==> config.mk <==
export PLATFORM = sky130hd
export DESIGN_NAME = uart_in_source_flat
export DESIGN_NICKNAME = d
export VERILOG_FILES = /design/src/rtl/uart_in_source_if.sv /design/src/rtl/uart_in_source.sv /design/src/flat_wrapper.sv
export SDC_FILE = /design/constraint.sdc
export NUM_CORES = 1
export LEC_CHECK = 0
export ABC_AREA = 0
export ABC_CLOCK_PERIOD_IN_PS = 2530
export CORE_ASPECT_RATIO = 1.25
export CORE_MARGIN = 5
export CORE_UTILIZATION = 51
export CTS_BUF_LIST = sky130_fd_sc_hd__clkbuf_8 sky130_fd_sc_hd__clkbuf_16
export CTS_CLUSTER_DIAMETER = 120
export CTS_CLUSTER_SIZE = 24
export DETAILED_ROUTE_END_ITERATION = 6
export GPL_TIMING_DRIVEN = 0
export PLACE_DENSITY = 0.88
export SETUP_SLACK_MARGIN = 0.05
export SLEW_MARGIN = 10
export SYNTH_ARGS = -nofsm -noshare
export SYNTH_HDL_FRONTEND = slang
export SYNTH_SLANG_ARGS = --single-unit
==> constraint.sdc <==
create_clock -name clock -period 2.53 [get_ports clock]
set_input_delay 0.3795 -clock clock [delete_from_list [all_inputs] [get_ports clock]]
set_output_delay 0.3795 -clock clock [all_outputs]
set_load 0.03 [all_outputs]
==> src/rtl/uart_in_source_if.sv <==
// Handshake bundle between the stimulus side and the UART input character source.
// The master drives pushes and read requests; the slave (the source) answers.
interface uart_in_source_if;
    logic       push_valid;
    logic       push_ready;
    logic [7:0] push_ch;
    logic       flush;
    logic       uart_in_valid;
    logic [7:0] uart_in_ch;

    modport master (
        output push_valid, push_ch, flush, uart_in_valid,
        input  push_ready, uart_in_ch
    );

    modport slave (
        input  push_valid, push_ch, flush, uart_in_valid,
        output push_ready, uart_in_ch
    );
endinterface

==> src/rtl/uart_in_source.sv <==
// Simulation-side UART input source: buffers pushed characters in a circular FIFO and
// answers each SimTop read request combinationally with the next character or 8'hff.
module uart_in_source #(
    parameter int DEPTH    = 16,
    parameter int CHAR_GAP = 0,
    parameter int CNT_W    = 32
) (
    input  logic                   clock,
    input  logic                   reset,
    uart_in_source_if.slave        bus,
    output logic [$clog2(DEPTH):0] fifo_level,
    output logic [CNT_W-1:0]       delivered_cnt,
    output logic [CNT_W-1:0]       empty_read_cnt
);
    localparam int AW = $clog2(DEPTH);
    localparam int LW = AW + 1;
    localparam int GW = (CHAR_GAP > 0) ? $clog2(CHAR_GAP + 1) : 1;

    logic [7:0]       r_mem [DEPTH];
    logic [AW-1:0]    r_rp;
    logic [AW-1:0]    r_wp;
    logic [LW-1:0]    r_level;
    logic [GW-1:0]    r_gap_cnt;
    logic [CNT_W-1:0] r_delivered_cnt;
    logic [CNT_W-1:0] r_empty_read_cnt;

    logic             w_push_ready;
    logic             w_avail;
    logic             w_push;
    logic             w_pop;
    logic             w_empty_read;
    logic [LW-1:0]    w_level_nxt;
    logic [GW-1:0]    w_gap_nxt;

    // NOTE: every signal gets a default at the top of always_comb so no path can infer a latch.
    always_comb begin
        w_push_ready = (r_level < LW'(DEPTH)) && !bus.flush && reset;
        w_avail      = reset && (r_level != '0) && (r_gap_cnt == '0);
        w_push       = bus.push_valid && w_push_ready;
        w_pop        = bus.uart_in_valid && w_avail;
        w_empty_read = reset && bus.uart_in_valid && !w_avail;

        w_level_nxt = r_level;
        case ({w_push, w_pop})
            2'b10:   w_level_nxt = r_level + 1'b1;
            2'b01:   w_level_nxt = r_level - 1'b1;
            default: w_level_nxt = r_level;
        endcase

        // A pop restarts pacing; otherwise the gap drains one per cycle regardless of requests.
        w_gap_nxt = r_gap_cnt;
        if (w_pop) begin
            w_gap_nxt = GW'(CHAR_GAP);
        end else if (r_gap_cnt != '0) begin
            w_gap_nxt = r_gap_cnt - 1'b1;
        end
    end

    // NOTE: the character store has no reset; pointers and level alone define what is valid.
    always_ff @(posedge clock) begin
        if (w_push) begin
            r_mem[r_wp] <= bus.push_ch;
        end
    end

    // NOTE: sequential state uses non-blocking assignments so all registers update together.
    always_ff @(posedge clock or negedge reset) begin
        if (!reset) begin
            r_rp             <= '0;
            r_wp             <= '0;
            r_level          <= '0;
            r_gap_cnt        <= '0;
            r_delivered_cnt  <= '0;
            r_empty_read_cnt <= '0;
        end else begin
            if (bus.flush) begin
                r_rp      <= '0;
                r_wp      <= '0;
                r_level   <= '0;
                r_gap_cnt <= '0;
            end else begin
                if (w_push) begin
                    r_wp <= r_wp + 1'b1;
                end
                if (w_pop) begin
                    r_rp <= r_rp + 1'b1;
                end
                r_level   <= w_level_nxt;
                r_gap_cnt <= w_gap_nxt;
            end

            // Statistics survive a flush; a pop in the flush cycle is still counted.
            if (w_pop) begin
                r_delivered_cnt <= r_delivered_cnt + 1'b1;
            end
            if (w_empty_read && (r_empty_read_cnt != '1)) begin
                r_empty_read_cnt <= r_empty_read_cnt + 1'b1;
            end
        end
    end

    assign bus.push_ready  = w_push_ready;
    assign bus.uart_in_ch  = w_avail ? r_mem[r_rp] : 8'hff;
    assign fifo_level      = r_level;
    assign delivered_cnt   = r_delivered_cnt;
    assign empty_read_cnt  = r_empty_read_cnt;

endmodule

==> src/flat_wrapper.sv <==
// flat-port wrapper written by rule: the top's interface ports become plain ports
module uart_in_source_flat 
#(
    parameter int DEPTH    = 16,
    parameter int CHAR_GAP = 0,
    parameter int CNT_W    = 32
)
  (clock, reset, fifo_level, delivered_cnt, empty_read_cnt, bus_push_valid, bus_push_ch, bus_flush, bus_uart_in_valid, bus_push_ready, bus_uart_in_ch);
  uart_in_source_if bus_i ();
  input  logic clock;
  input  logic reset;
  output logic [$clog2(DEPTH):0] fifo_level;
  output logic [CNT_W-1:0] delivered_cnt;
  output logic [CNT_W-1:0] empty_read_cnt;
  input wire logic [$bits(bus_i.push_valid)-1:0] bus_push_valid;
  input wire logic [$bits(bus_i.push_ch)-1:0] bus_push_ch;
  input wire logic [$bits(bus_i.flush)-1:0] bus_flush;
  input wire logic [$bits(bus_i.uart_in_valid)-1:0] bus_uart_in_valid;
  output wire logic [$bits(bus_i.push_ready)-1:0] bus_push_ready;
  output wire logic [$bits(bus_i.uart_in_ch)-1:0] bus_uart_in_ch;
  assign bus_i.push_valid = bus_push_valid;
  assign bus_i.push_ch = bus_push_ch;
  assign bus_i.flush = bus_flush;
  assign bus_i.uart_in_valid = bus_uart_in_valid;
  assign bus_push_ready = bus_i.push_ready;
  assign bus_uart_in_ch = bus_i.uart_in_ch;
  uart_in_source #(.DEPTH(DEPTH), .CHAR_GAP(CHAR_GAP), .CNT_W(CNT_W)) u_core (.clock(clock), .reset(reset), .bus(bus_i), .fifo_level(fifo_level), .delivered_cnt(delivered_cnt), .empty_read_cnt(empty_read_cnt));
endmodule
### Word level (Yosys, flattened, before mapping)

Memories as Yosys holds them, arrays and structs flattened.
Index checks and enable logic that the tools add are counted.

| word-level totals | value |
|---|---|
| flip-flop bits (word level) | 78 |
| bits in writable memories | 128 |
| input bits | 13 |
| output and inout port bits | 78 |
| word-level logic and storage cells | 46 |
| memories | 1 |

| cells by class | value |
|---|---|
| add/subtract/negate cells | 7 |
| $lt $le $gt $ge | 1 |
| eq/ne operators | 3 |
| multiplexer cells | 12 |
| bitwise operators | 1 |
| reductions and logical operators | 15 |

Memories:

| name | words | bits a word | read ports | clocked after Yosys merged registers in | wr ports | RTL line | source |
|---|---|---|---|---|---|---|---|
| u_core.r_mem | 16 | 8 | 1 | 0 | 1 | uart_in_source.sv:19 | `logic [7:0] r_mem [DEPTH];` |

Operators by type and width:

| operator | number |
|---|---|
| adder 32 x 1 -> 32 bit (second input constant) | 2 |
| inequality test 32 bit (second input constant) | 1 |
| two-way mux 4 bit | 4 |
| case mux 5 bit (2 select lines) | 1 |
| logical AND 1 bit | 9 |
| adder 4 x 1 -> 4 bit (second input constant) | 2 |
| two-way mux 8 bit | 1 |
| adder 5 x 1 -> 5 bit (second input constant) | 1 |
| less-than comparator 5 bit (second input constant) | 1 |
| two-way mux 1 bit | 5 |
| two-way mux 5 bit | 1 |
| nonzero test 5 bit | 1 |
| subtractor 5 x 1 -> 5 bit (second input constant) | 1 |
| nonzero test 2 bit | 2 |
| nonzero test 3 bit | 1 |
| equality test 2 x 1 -> 1 bit (second input constant) | 1 |
| equality test 2 bit (second input constant) | 1 |
| logical NOT 1 bit | 2 |
| inverter 1 bit | 1 |
| subtractor 1 bit (second input constant) | 1 |

### Depth between registers and ports, before layout

Gate-level depths: netlist of run 1.

| depth | value |
|---|---|
| depth in word-level cells | 7 |
| depth in mapped cells | 9 |
| depth with buffers taken out | 8 |

### Worst setup path before layout of run 1

No wires, ideal clock.

| timing | value |
|---|---|
| path kind | reg-to-reg |
| start | register u_core.r_level[4] (netlist: u_core.fifo_level[4]) |
| end | memory u_core.r_mem[4][0] (enable) |
| setup time | 383 ps |
| data arrival time | 2,744 ps |
| required time | 2,147 ps |
| slack | -598 ps |
| stages on the path, launching flop included | 7 |
| buffers on the path | 2 |
| period minus slack after synthesis | 3,128 ps |
| cell sequence | dfrtp_1 -> clkbuf_2 -> nor3b_1 -> and2_1 -> clkbuf_1 -> nand2_1 -> nor3_1 |

| between the ends | value |
|---|---|
| cells in the longest elaborated chain, start to end | 6 |

Ends and longest elaborated chain:

| element | RTL line | source |
|---|---|---|
| start: declaration | uart_in_source.sv:22 | `logic [LW-1:0] r_level;` |
| start signal: assignment | uart_in_source.sv:88 | `r_level <= w_level_nxt;` |
| less-than comparator 5 bit | uart_in_source.sv:37 | `w_push_ready = (r_level < LW'(DEPTH)) && !bus.flush && reset;` |
| logical AND 1 bit (2 in series) | uart_in_source.sv:37 |  |
| via bus_push_ready | flat_wrapper.sv:19 | `output wire logic [$bits(bus_i.push_ready)-1:0] bus_push_ready;` |
| logical AND 1 bit | uart_in_source.sv:39 | `w_push = bus.push_valid && w_push_ready;` |
| two-way mux 1 bit | uart_in_source.sv:61 | `if (w_push) begin` |
| two-way mux 1 bit (implied by the code) | uart_in_source.sv:62 | `r_mem[r_wp] <= bus.push_ch;` |
| end: declaration | uart_in_source.sv:19 |  |

The timed path passes the listed nets, and every way through them passes these cells.

### Worst setup path in the final report of run 1

| timing | value |
|---|---|
| start | register u_core.r_rp[0] |
| end | output bus_uart_in_ch[2] |

| between the ends | value |
|---|---|
| cells in the longest elaborated chain, start to end | 2 |

Ends and longest elaborated chain:

| element | RTL line | source |
|---|---|---|
| start: declaration | uart_in_source.sv:20 | `logic [AW-1:0] r_rp;` |
| start signal: assignment | uart_in_source.sv:86 | `r_rp <= r_rp + 1'b1;` |
| memory (16 x 8 bit) | -- |  |
| two-way mux 8 bit | uart_in_source.sv:103 | `assign bus.uart_in_ch = w_avail ? r_mem[r_rp] : 8'hff;` |
| end: declaration | flat_wrapper.sv:20 | `output wire logic [$bits(bus_i.uart_in_ch)-1:0] bus_uart_in_ch;` |

Every way passes these cells.

==> results of run 1 <==
-- per-layer routing --
| metal | routed length, um | up-vias | GRT usage, % |
|---|---|---|---|
| met5 | 0 | - | 0 |
| met4 | 495 | 0 | 5.11 |
| met3 | 1190 | 38 | 3.77 |
| met2 | 11200 | 213 | 37.1 |
| met1 | 7810 | 2780 | 25.8 |
| li1 | - | 2463 | - |
-- report_power, final --
part / switching (W) / internal [W]
combinational: 0.000626 / 0.000524
sequential: 0.000122 / 0.00365
clock: 0.00105 / 0.000945
total: 0.00180 / 0.00512
-- worst max-delay path, stage by stage, from the launching register on --
cell and delay, ns:
dfrtp_1 0.43, buf_12 0.19, buf_12 0.13, mux4_2 0.56
mux4_2 0.54, or2_4 0.25, buf_6 0.14
-- final cells by class --
| class | instances | area, um^2 |
|---|---|---|
| plain buffers | 22 | 201 |
| clock buffers | 13 | 325 |
| clock inverters | 7 | 38.8 |
| fillers | 1157 | 5960 |
| inverters | 16 | 60.1 |
| multi-input cells | 346 | 3090 |
| flip-flops and latches | 205 | 5770 |
| well taps | 220 | 275 |
| repair buffers | 110 | 1190 |
-- path summary, 6_finish.rpt --
| path | startpoint | to | slack, ns |
|---|---|---|---|
| min reg2reg | u_core.delivered_cnt[31] | u_core.delivered_cnt[31] | 0.48 |
| max | u_core.r_rp[0] | bus_uart_in_ch[2] | -0.55 |
| min | reset | u_core.delivered_cnt[10] | -0.09 |
| max reg2reg | u_core.fifo_level[4] | u_core.r_mem[0][5] | 0.21 |
| min in group clock | u_core.delivered_cnt[31] | u_core.delivered_cnt[31] | 0.48 |
| max in group asynchronous | reset | u_core.delivered_cnt[29] | 1.56 |
-- metrics by stage --
| step | std cells | setup TNS [ns] | utilization [%] | setup WS (ns) |
|---|---|---|---|---|
| 2_1_floorplan | 590 | -1.21 | - | -0.0377 |
| 3_3_place_gp | 900 | -754.84 | 59.5 | -3.71 |
| 3_5_place_dp | 905 | -52.78 | 59.9 | -1.02 |
| 4_1_cts | 937 | -3.87 | 64.1 | -0.506 |
| 5_1_grt | 939 | -4.45 | 64.8 | -0.604 |
| 6_report | 939 | -3.94 | 64.8 | -0.553 |
-- timing repair --
item,4_1_cts,5_1_grt
hold endpoints to repair,16,61
gates cloned,3,0
pin swaps,1,10
endpoints found under the setup margin,74,123
gates resized for setup,104,16
setup buffers,8,5
-- cell usage after synthesis (4+ instances only) --
cell	n	area share, %
ha_1	9	1.3
nand2_1	38	1.6
a21oi_1	5	0.28
and2_1	12	0.85
o21ai_0	6	0.34
nor3_1	27	1.5
nand4_1	24	1.7
dfrtp_1	77	22
and3_1	12	0.85
or2_2	9	0.64
and4_1	7	0.69
nor3b_1	4	0.34
nor2_1	26	1.1
xnor2_1	42	4.2
buf_2	7	0.40
edfxtp_1	128	43
xor2_1	27	2.7
clkbuf_1	11	0.47
nand3_1	24	1.4
inv_1	16	0.68
mux4_2	40	10
nor4_1	12	0.85
-- state kept, by name, indices dropped and copies added (netlist names) --
signal and count:
u_core.r_mem 128, u_core.delivered_cnt 32, u_core.empty_read_cnt 32, u_core.fifo_level 5, u_core.r_rp 4, u_core.r_wp 4
-- cell usage in the layout (no fill, tap or decap), drive strengths merged, types with 2 or more instances in the layout --
cell type / netlist / final
edfxtp: 128 / 128
clkdlybuf4s50: 0 / 80
dfrtp: 77 / 77
xnor2: 42 / 42
mux4: 40 / 40
buf: 11 / 40
nand2: 38 / 38
nor3: 28 / 28
xor2: 27 / 27
nor2: 26 / 26
nand4: 25 / 25
nand3: 24 / 24
clkbuf: 12 / 23
inv: 16 / 22
nor4: 14 / 14
and2: 13 / 13
and3: 12 / 12
or2: 9 / 9
ha: 9 / 9
and4: 7 / 7
o21ai: 7 / 7
a21oi: 5 / 5
nor3b: 4 / 4
or4: 2 / 2
-- kinds of logic after synthesis --
family | after synthesis
adder cells (fa/ha/maj) | 9
multiplexers | 42
flip-flops | 205
AND/OR/NAND/NOR | 206
buffers and inverters | 39
XOR/XNOR | 69
AO/OA/AOI/OAI | 20
==> flow_metrics.tcl, run 1 <==
set metrics [dict create \
    syn_nets 612 \
    finalWorstSetupSlack_ns -0.553 \
    synthCells 590 \
    clkLatencyLatePin_ns 0.47 \
    fmax_mhz 324 \
    drt_iter0_markers 365 \
    relSlewSlack_pct 38.0 \
    cts_tree "yes" \
    cts-root-buf "clkbuf_16" \
    gr-usage-all-layers_pct 20.6 \
    cp_max_fo 7 \
    synth-seq-cells 205 \
    die_w_um 128 \
    grt_pass1_vias 5763 \
    design_area_um2 10900 \
    whs_ns -0.0896 \
    dr.pass1.iters 4 \
    post-route-min-period_ns 3.08 \
    worst_setup_path_end_kind "output pin" \
    vias 5494 \
    skew_ns 0.0157 \
    diodes 0 \
    drive_above_1_share_pct 19.2 \
    synth_edf_count 128 \
    syn-cell-area_um2 8840 \
    critical_path_class "flop to output pin" \
    synth_top_family_by_area "simple AND/OR/NAND/NOR gates" \
    muxShareOfSynthArea_pct 10.4 \
    r2r_cells 5 \
    coreArea_um2 16900 \
    synth_xor_area_share_pct 6.83 \
    crit_required_ns 2.15 \
    powerDensity_nw_per_um2 632 \
    finalWirelength_um 20700 \
    io_pins 91 \
    slew_viol_final 0 \
    avgSynthCellArea_um2 15.0 \
    synthToLayoutAreaGrowth_pct 23.8 \
    cts_num_sinks 205 \
    critPathArrivalTime_ns 2.70 \
    layout.nets 735 \
    die_area_um2 20100 \
    synth_compound_area_share_pct 1.50 \
    rows 53 \
    wl_per_cell_um 22.0 \
    antenna_found_initial 0 \
    fin_crit_sh_pct 122 \
    die_y_um 157 \
    start_util_pct 52.3 \
    portBuffers 90 \
    synth_cell_type_count 46 \
    clk_pin_slew_ns 0.10 \
    hold_viol 61 \
    grt_pass1_wl_um 32200 \
    grt-ovfl-total 0 \
    tightest_slew_ns 0.930 \
    p_total_w 0.00692 \
    worstHoldPathType "input pin to asynchronous set/reset pin" \
    synthFlopType "edfxtp_1" \
    cp-start-kind "flop" \
    ant_nets 0 \
    grt_max_degree 66 \
    ir_drop_mv 0.712 \
    async_flop_share_pct 37.6 \
    ctsLongestPathBuffers 3 \
    leakagePower_nw 3.96 \
    ys_warn_count 0 \
    vias_per_cell 5.85 \
    yosys.area_share.simple_pct 12.8 \
    post_dp_cell_area_um2 10100 \
    outcome "finished, violations left" \
    drc_errors 0 \
    violations "negative hold slack, negative setup slack" \
    setup_viol 8 \
    dp_hpwl_um 13700 \
    synth_fa_ha_area_share_pct 1.27 \
    cts-buffers-inserted 12 \
    ys_seq_area_share_pct 65.3 \
    rsz0062_at_grt "true" \
    max_cap_viol_count 0 \
    gp_congestion 0.832 \
    htreeDepth 1 \
    cts_hold_buf 1 \
]
No activity file was read; power rests on OpenSTA's default activity.
==> run 2, diff against run 1 <==
- CELL_PAD_IN_SITES_DETAIL_PLACEMENT: unset -> 0
- CELL_PAD_IN_SITES_GLOBAL_PLACEMENT: unset -> 2
- CORE_UTILIZATION: 51 -> 37
==> flow_metrics.tcl, run 2 (synthesis gave the netlist of run 1 again) <==
set metrics [dict create \
    critical_path_class "flop to output pin" \
    relSlewSlack_pct 39.8 \
    grt_use_met2_pct 25.7 \
    skew_ns 0.0287 \
    worstHoldPathType "flop to flop" \
    grt-ovfl-total 0 \
    vias_per_cell 5.29 \
    clock_power_share_pct 29.0 \
    top_register "u_core.r_mem" \
    pwr-share-seq_pct 54.5 \
    rsz0062_at_grt "true" \
    grt_pass1_wl_um 31700 \
    design_area_um2 11100 \
    finalWorstSetupSlack_ns -0.475 \
    die_w_um 148 \
    seq_area_um2 5770 \
    fin_setup_tns_ns -5.01 \
    vias 5374 \
    largest_reg_flops 128 \
    fmax_mhz 333 \
    outcome "finished, violations left" \
    clk_pin_slew_ns 0.10 \
    cts-buffers-inserted 12 \
    start_util_pct 37.4 \
    clkLatencyLatePin_ns 0.48 \
    grt.met3_usage_pct 2.69 \
    synthToLayoutAreaGrowth_pct 25.3 \
    setup_viol 45 \
    cp_max_fo 7 \
    gp_congestion 0.857 \
    whs_path_depth 1 \
    cp-start-kind "flop" \
    powerDensity_nw_per_um2 624 \
    gr-usage-all-layers_pct 14.6 \
    worst_setup_path_end_kind "output pin" \
    max_cap_viol_count 0 \
    fin_crit_sh_pct 119 \
    fin_util_pct 46.9 \
    crit_required_ns 2.15 \
    rows 63 \
    hold_viol 0 \
    dp_hpwl_um 13700 \
    die_area_um2 27100 \
    busiest_layer "met2" \
    multi_input_area_um2 3080 \
    nFillCells 2053 \
    wl_per_cell_um 19.5 \
    leakagePower_nw 4.00 \
    p_comb_share_pct 16.4 \
    post_dp_cell_area_um2 10200 \
    critPathArrivalTime_ns 2.63 \
    whs_ns 0.475 \
    grt_util_met1_pct 19.1 \
    grt_pass1_vias 5629 \
    ant_nets 0 \
    ctsLongestPathBuffers 3 \
    die_y_um 183 \
    p_switching_w 0.00178 \
    swShare_pct 25.8 \
    cts_num_sinks 205 \
    dr.pass1.iters 4 \
    cts_tree "yes" \
    antenna_found_initial 0 \
    slew_viol_final 0 \
    htreeDepth 1 \
    io_pins 91 \
    dp_cells 977 \
    tightest_slew_ns 0.902 \
    violations "negative setup slack" \
    drive_above_1_share_pct 19.9 \
    layout_common_cells "128 x edfxtp_1, 80 x clkdlybuf4s50_1, 77 x dfrtp_1, 42 x xnor2_1, 40 x mux4_2" \
    finalWirelength_um 19900 \
    ir_drop_mv 0.387 \
    post-route-min-period_ns 3.01 \
    coreArea_um2 23600 \
    diodes 0 \
    r2r_cells 9 \
    grt_max_degree 49 \
    drt_iter0_markers 322 \
    drc_errors 0 \
    cts-root-buf "clkbuf_16" \
    p_int_w 0.00513 \
    layout.nets 741 \
    portBuffers 90 \
    mostFrequentLayoutCell "edfxtp_1" \
    stdcell_count 1016 \
]
run 2: changes by cell type in the layout (fill, tap and decap cells not counted), sizes merged:
| cell | change |
|---|---|
| buf | +4 |
| clkbuf | +2 |
| clkinv | -1 |
run 2: per-layer routing:
metal / wire length [um] / part of all wire [%]
met1: 8280 / 42
met2: 10400 / 52
met3: 978 / 4.9
met4: 237 / 1.2
met5: 0 / 0
run 2: timing repair:
item	4_1_cts	5_1_grt
pin swaps	3	5
endpoints found under the setup margin	78	180
setup buffers	9	8
gates resized for setup	101	20
cloned	2	2
endpoints found under the hold margin	33	77
hold buffers	2	1
run 2: power by group through the flow:
| stage | Sequential [W] | Combinational (W) | Clock (W) |
|---|---|---|---|
| after global placement | 0.00383 | 0.000989 | 0 |
| after floorplan | 0.00396 | 0.000458 | 0 |
| after detailed placement | 0.00384 | 0.00101 | 0 |
| final | 0.00377 | 0.00114 | 0.00201 |
| after global routing | 0.00379 | 0.00122 | 0.00219 |
| after CTS | 0.00377 | 0.00113 | 0.00207 |
run 2: final cells by class:
cell class,instances,share of cell area (%)
Timing Repair Buffer,116,11.3
Clock inverter,6,0.271
Inverter,16,0.542
Clock buffer,13,2.94
Buffer,22,1.76
Tap cell,292,3.30
Sequential cell,205,52.1
Multi-Input combinational cell,346,27.8
run 2: stage by stage:
stage,power [W],setup slack (ns)
2_1_floorplan,0.00442,-0.0377
3_3_place_gp,0.00482,-3.83
3_5_place_dp,0.00485,-1.06
4_1_cts,0.00697,-0.531
5_1_grt,0.00720,-0.550
6_report,0.00692,-0.475
run 2: critical path, cell delays in order, from the launching register on:
cell,delay (ns)
dfrtp_1,0.40
buf_12,0.17
buf_12,0.13
mux4_2,0.54
mux4_2,0.50
or2_4,0.27
buf_6,0.14
run 2: final timing paths:
kind	slack, ns	endpoint	start
max	-0.48	bus_uart_in_ch[6]	u_core.r_rp[0]
min	0.48	u_core.delivered_cnt[31]	u_core.delivered_cnt[31]
max reg2reg	0.16	u_core.fifo_level[4]	u_core.fifo_level[4]
min reg2reg	0.48	u_core.delivered_cnt[31]	u_core.delivered_cnt[31]
max in group asynchronous	1.73	u_core.empty_read_cnt[4]	reset
min in group asynchronous	0.58	u_core.delivered_cnt[13]	reset
==> run 3, diff against run 2 <==
- CAP_MARGIN: unset -> 10
- GPL_TIMING_DRIVEN: 0 -> unset
==> flow_metrics.tcl, run 3 (synthesis gave the netlist of run 1 again) <==
set metrics [dict create \
    antenna_found_initial 0 \
    cts_tree "yes" \
    violations "negative setup slack" \
    grt-ovfl-total 0 \
    whs_ns 0.415 \
    rows 63 \
    cp_max_fo 7 \
    rsz0062_at_grt "true" \
    r2r_cells 6 \
    crit_required_ns 2.15 \
    cts-buffers-inserted 12 \
    path_cells "buf_6 > buf_12 > mux4_2 > mux4_2 > or2_4 > buf_6" \
    drive_above_1_share_pct 20.4 \
    slew_viol_final 0 \
    cpMaxStageDelayCell "mux4_2" \
    hold_viol 0 \
    die_area_um2 27100 \
    vias 5418 \
    r2r-start "u_core.fifo_level[1]" \
    portBuffers 90 \
    ir_drop_mv 0.357 \
    mostFrequentLayoutCell "edfxtp_1" \
    skew_ns 0.0327 \
    drc_errors 0 \
    gr-usage-all-layers_pct 15.3 \
    crit_family "multiplexers" \
    leakagePower_nw 4.08 \
    coreArea_um2 23600 \
    relSlewSlack_pct 41.9 \
    cts_num_sinks 205 \
    critPathBufInv 3 \
    max_cap_viol_count 0 \
    layout.nets 755 \
    fmax_mhz 344 \
    clkLatencyLatePin_ns 0.48 \
    critical_path_class "flop to output pin" \
    cp-start-kind "flop" \
    diodes 0 \
    post-route-min-period_ns 2.91 \
    cts-root-buf "clkbuf_16" \
    drt_iter0_markers 269 \
    layout_common_cells "128 x edfxtp_1, 80 x clkdlybuf4s50_1, 76 x dfrtp_1, 48 x buf_4, 42 x xnor2_1" \
    io_pins 91 \
    critPathArrivalTime_ns 2.53 \
    wl_per_cell_um 20.0 \
    synthToLayoutAreaGrowth_pct 25.2 \
    htreeDepth 1 \
    worstReg2RegEnd "u_core.fifo_level[3]" \
    die_w_um 148 \
    top_register "u_core.r_mem" \
    design_area_um2 11100 \
    ctsLongestPathBuffers 3 \
    dr.pass1.iters 5 \
    r2r_setup_slack_ns 0.24 \
    worst_setup_path_end_kind "output pin" \
    vias_per_cell 5.26 \
    grt_pass1_vias 5823 \
    grt_max_degree 66 \
    tightest_slew_ns 0.871 \
    setup_viol 8 \
    slowest_delay_ns 0.50 \
    grt_pass1_wl_um 32500 \
    clk_pin_slew_ns 0.10 \
    crit_cells 6 \
    ant_nets 0 \
    gp_congestion 0.812 \
    largest_reg_flops 128 \
    fin_crit_sh_pct 115 \
    start_util_pct 37.4 \
    post_dp_cell_area_um2 10500 \
    finalWirelength_um 20600 \
    finalWorstSetupSlack_ns -0.379 \
    powerDensity_nw_per_um2 624 \
    outcome "finished, violations left" \
    fin_util_pct 46.8 \
    die_y_um 183 \
    dp_hpwl_um 14200 \
    worstHoldPathType "input pin to asynchronous set/reset pin" \
]
## run 3: cell types whose count changed in the layout (fill, tap and decap cells not counted), moves of 4 or more
cell,previous run,this run
clkbuf_1,6,0
and2_1,7,12
buf_4,11,48
nor2_1,22,26
nor4_1,6,11
nor3_2,0,5
nor3_4,5,1
buf_2,5,0
nor2_4,4,0
buf_6,14,10
nor4_2,7,3
and2_2,6,1
## run 3: worst max path at each step
stage / from / to / slack [ns]
after global placement: u_core.r_rp[0] / bus_uart_in_ch[7] / -0.35
after floorplan: u_core.fifo_level[4] / u_core.r_mem[3][0] / -0.04
final: u_core.r_rp[0] / bus_uart_in_ch[3] / -0.38
after detailed placement: u_core.r_rp[0] / bus_uart_in_ch[7] / -0.41
after CTS: u_core.r_rp[0] / bus_uart_in_ch[3] / -0.43
after global routing: u_core.r_rp[0] / bus_uart_in_ch[3] / -0.46
## run 3: worst register-to-register path, delay by kind of cell (launching register included)
| kind | cells | cell delay (ns) |
|---|---|---|
| buffers and inverters | 1 | 0.17 |
| AOI/OAI and AO/OA | 4 | 1.15 |
| DFF | 1 | 0.38 |
| and+or+nand+nor | 1 | 0.55 |
## run 3: cell type report
type | count | area (um^2)
clock inverters | 7 | 38.8
fillers | 2050 | 12600
repair buffers | 152 | 1550
inverters | 16 | 60.1
well taps | 292 | 365
flip-flops and latches | 205 | 5770
multi-input cells | 346 | 2960
clock buffers | 13 | 325
## run 3: stage by stage
stage	total power [W]	instances	setup WS, ns	setup TNS [ns]
after global routing	0.00721	1031	-0.462	-3.43
after global placement	0.00487	1004	-0.351	-2.61
after detailed placement	0.00490	1004	-0.409	-2.82
after CTS	0.00701	1033	-0.434	-3.18
final	0.00690	1031	-0.379	-2.82
after floorplan	0.00442	590	-0.0377	-1.21
## run 3: power by group
group | internal, W | total, W | switching, W
logic | 0.000556 | 0.00115 | 0.000591
clock network | 0.000945 | 0.00200 | 0.00105
registers | 0.00365 | 0.00376 | 0.000110
total | 0.00515 | 0.00690 | 0.00175
## run 3: what timing repair did
action	in CTS	in global routing
buffers inserted	6	1
resized for setup	73	8
endpoints found under the setup margin	8	10
hold endpoints to repair	12	0
pin swaps	1	5
hold buffers	1	0
gates cloned	3	0
## run 3: metal layers
| metal | wire length, um | global-route usage [%] | share of wire, % | vias to the layer above |
|---|---|---|---|---|
| met2 | 11100 | 28.1 | 54 | 151 |
| met3 | 1000 | 2.40 | 4.9 | 22 |
| met1 | 8220 | 18.8 | 40 | 2752 |
| met5 | 0 | 0 | 0 | - |
| met4 | 322 | 3.81 | 1.6 | 0 |
| li1 | - | - | - | 2493 |
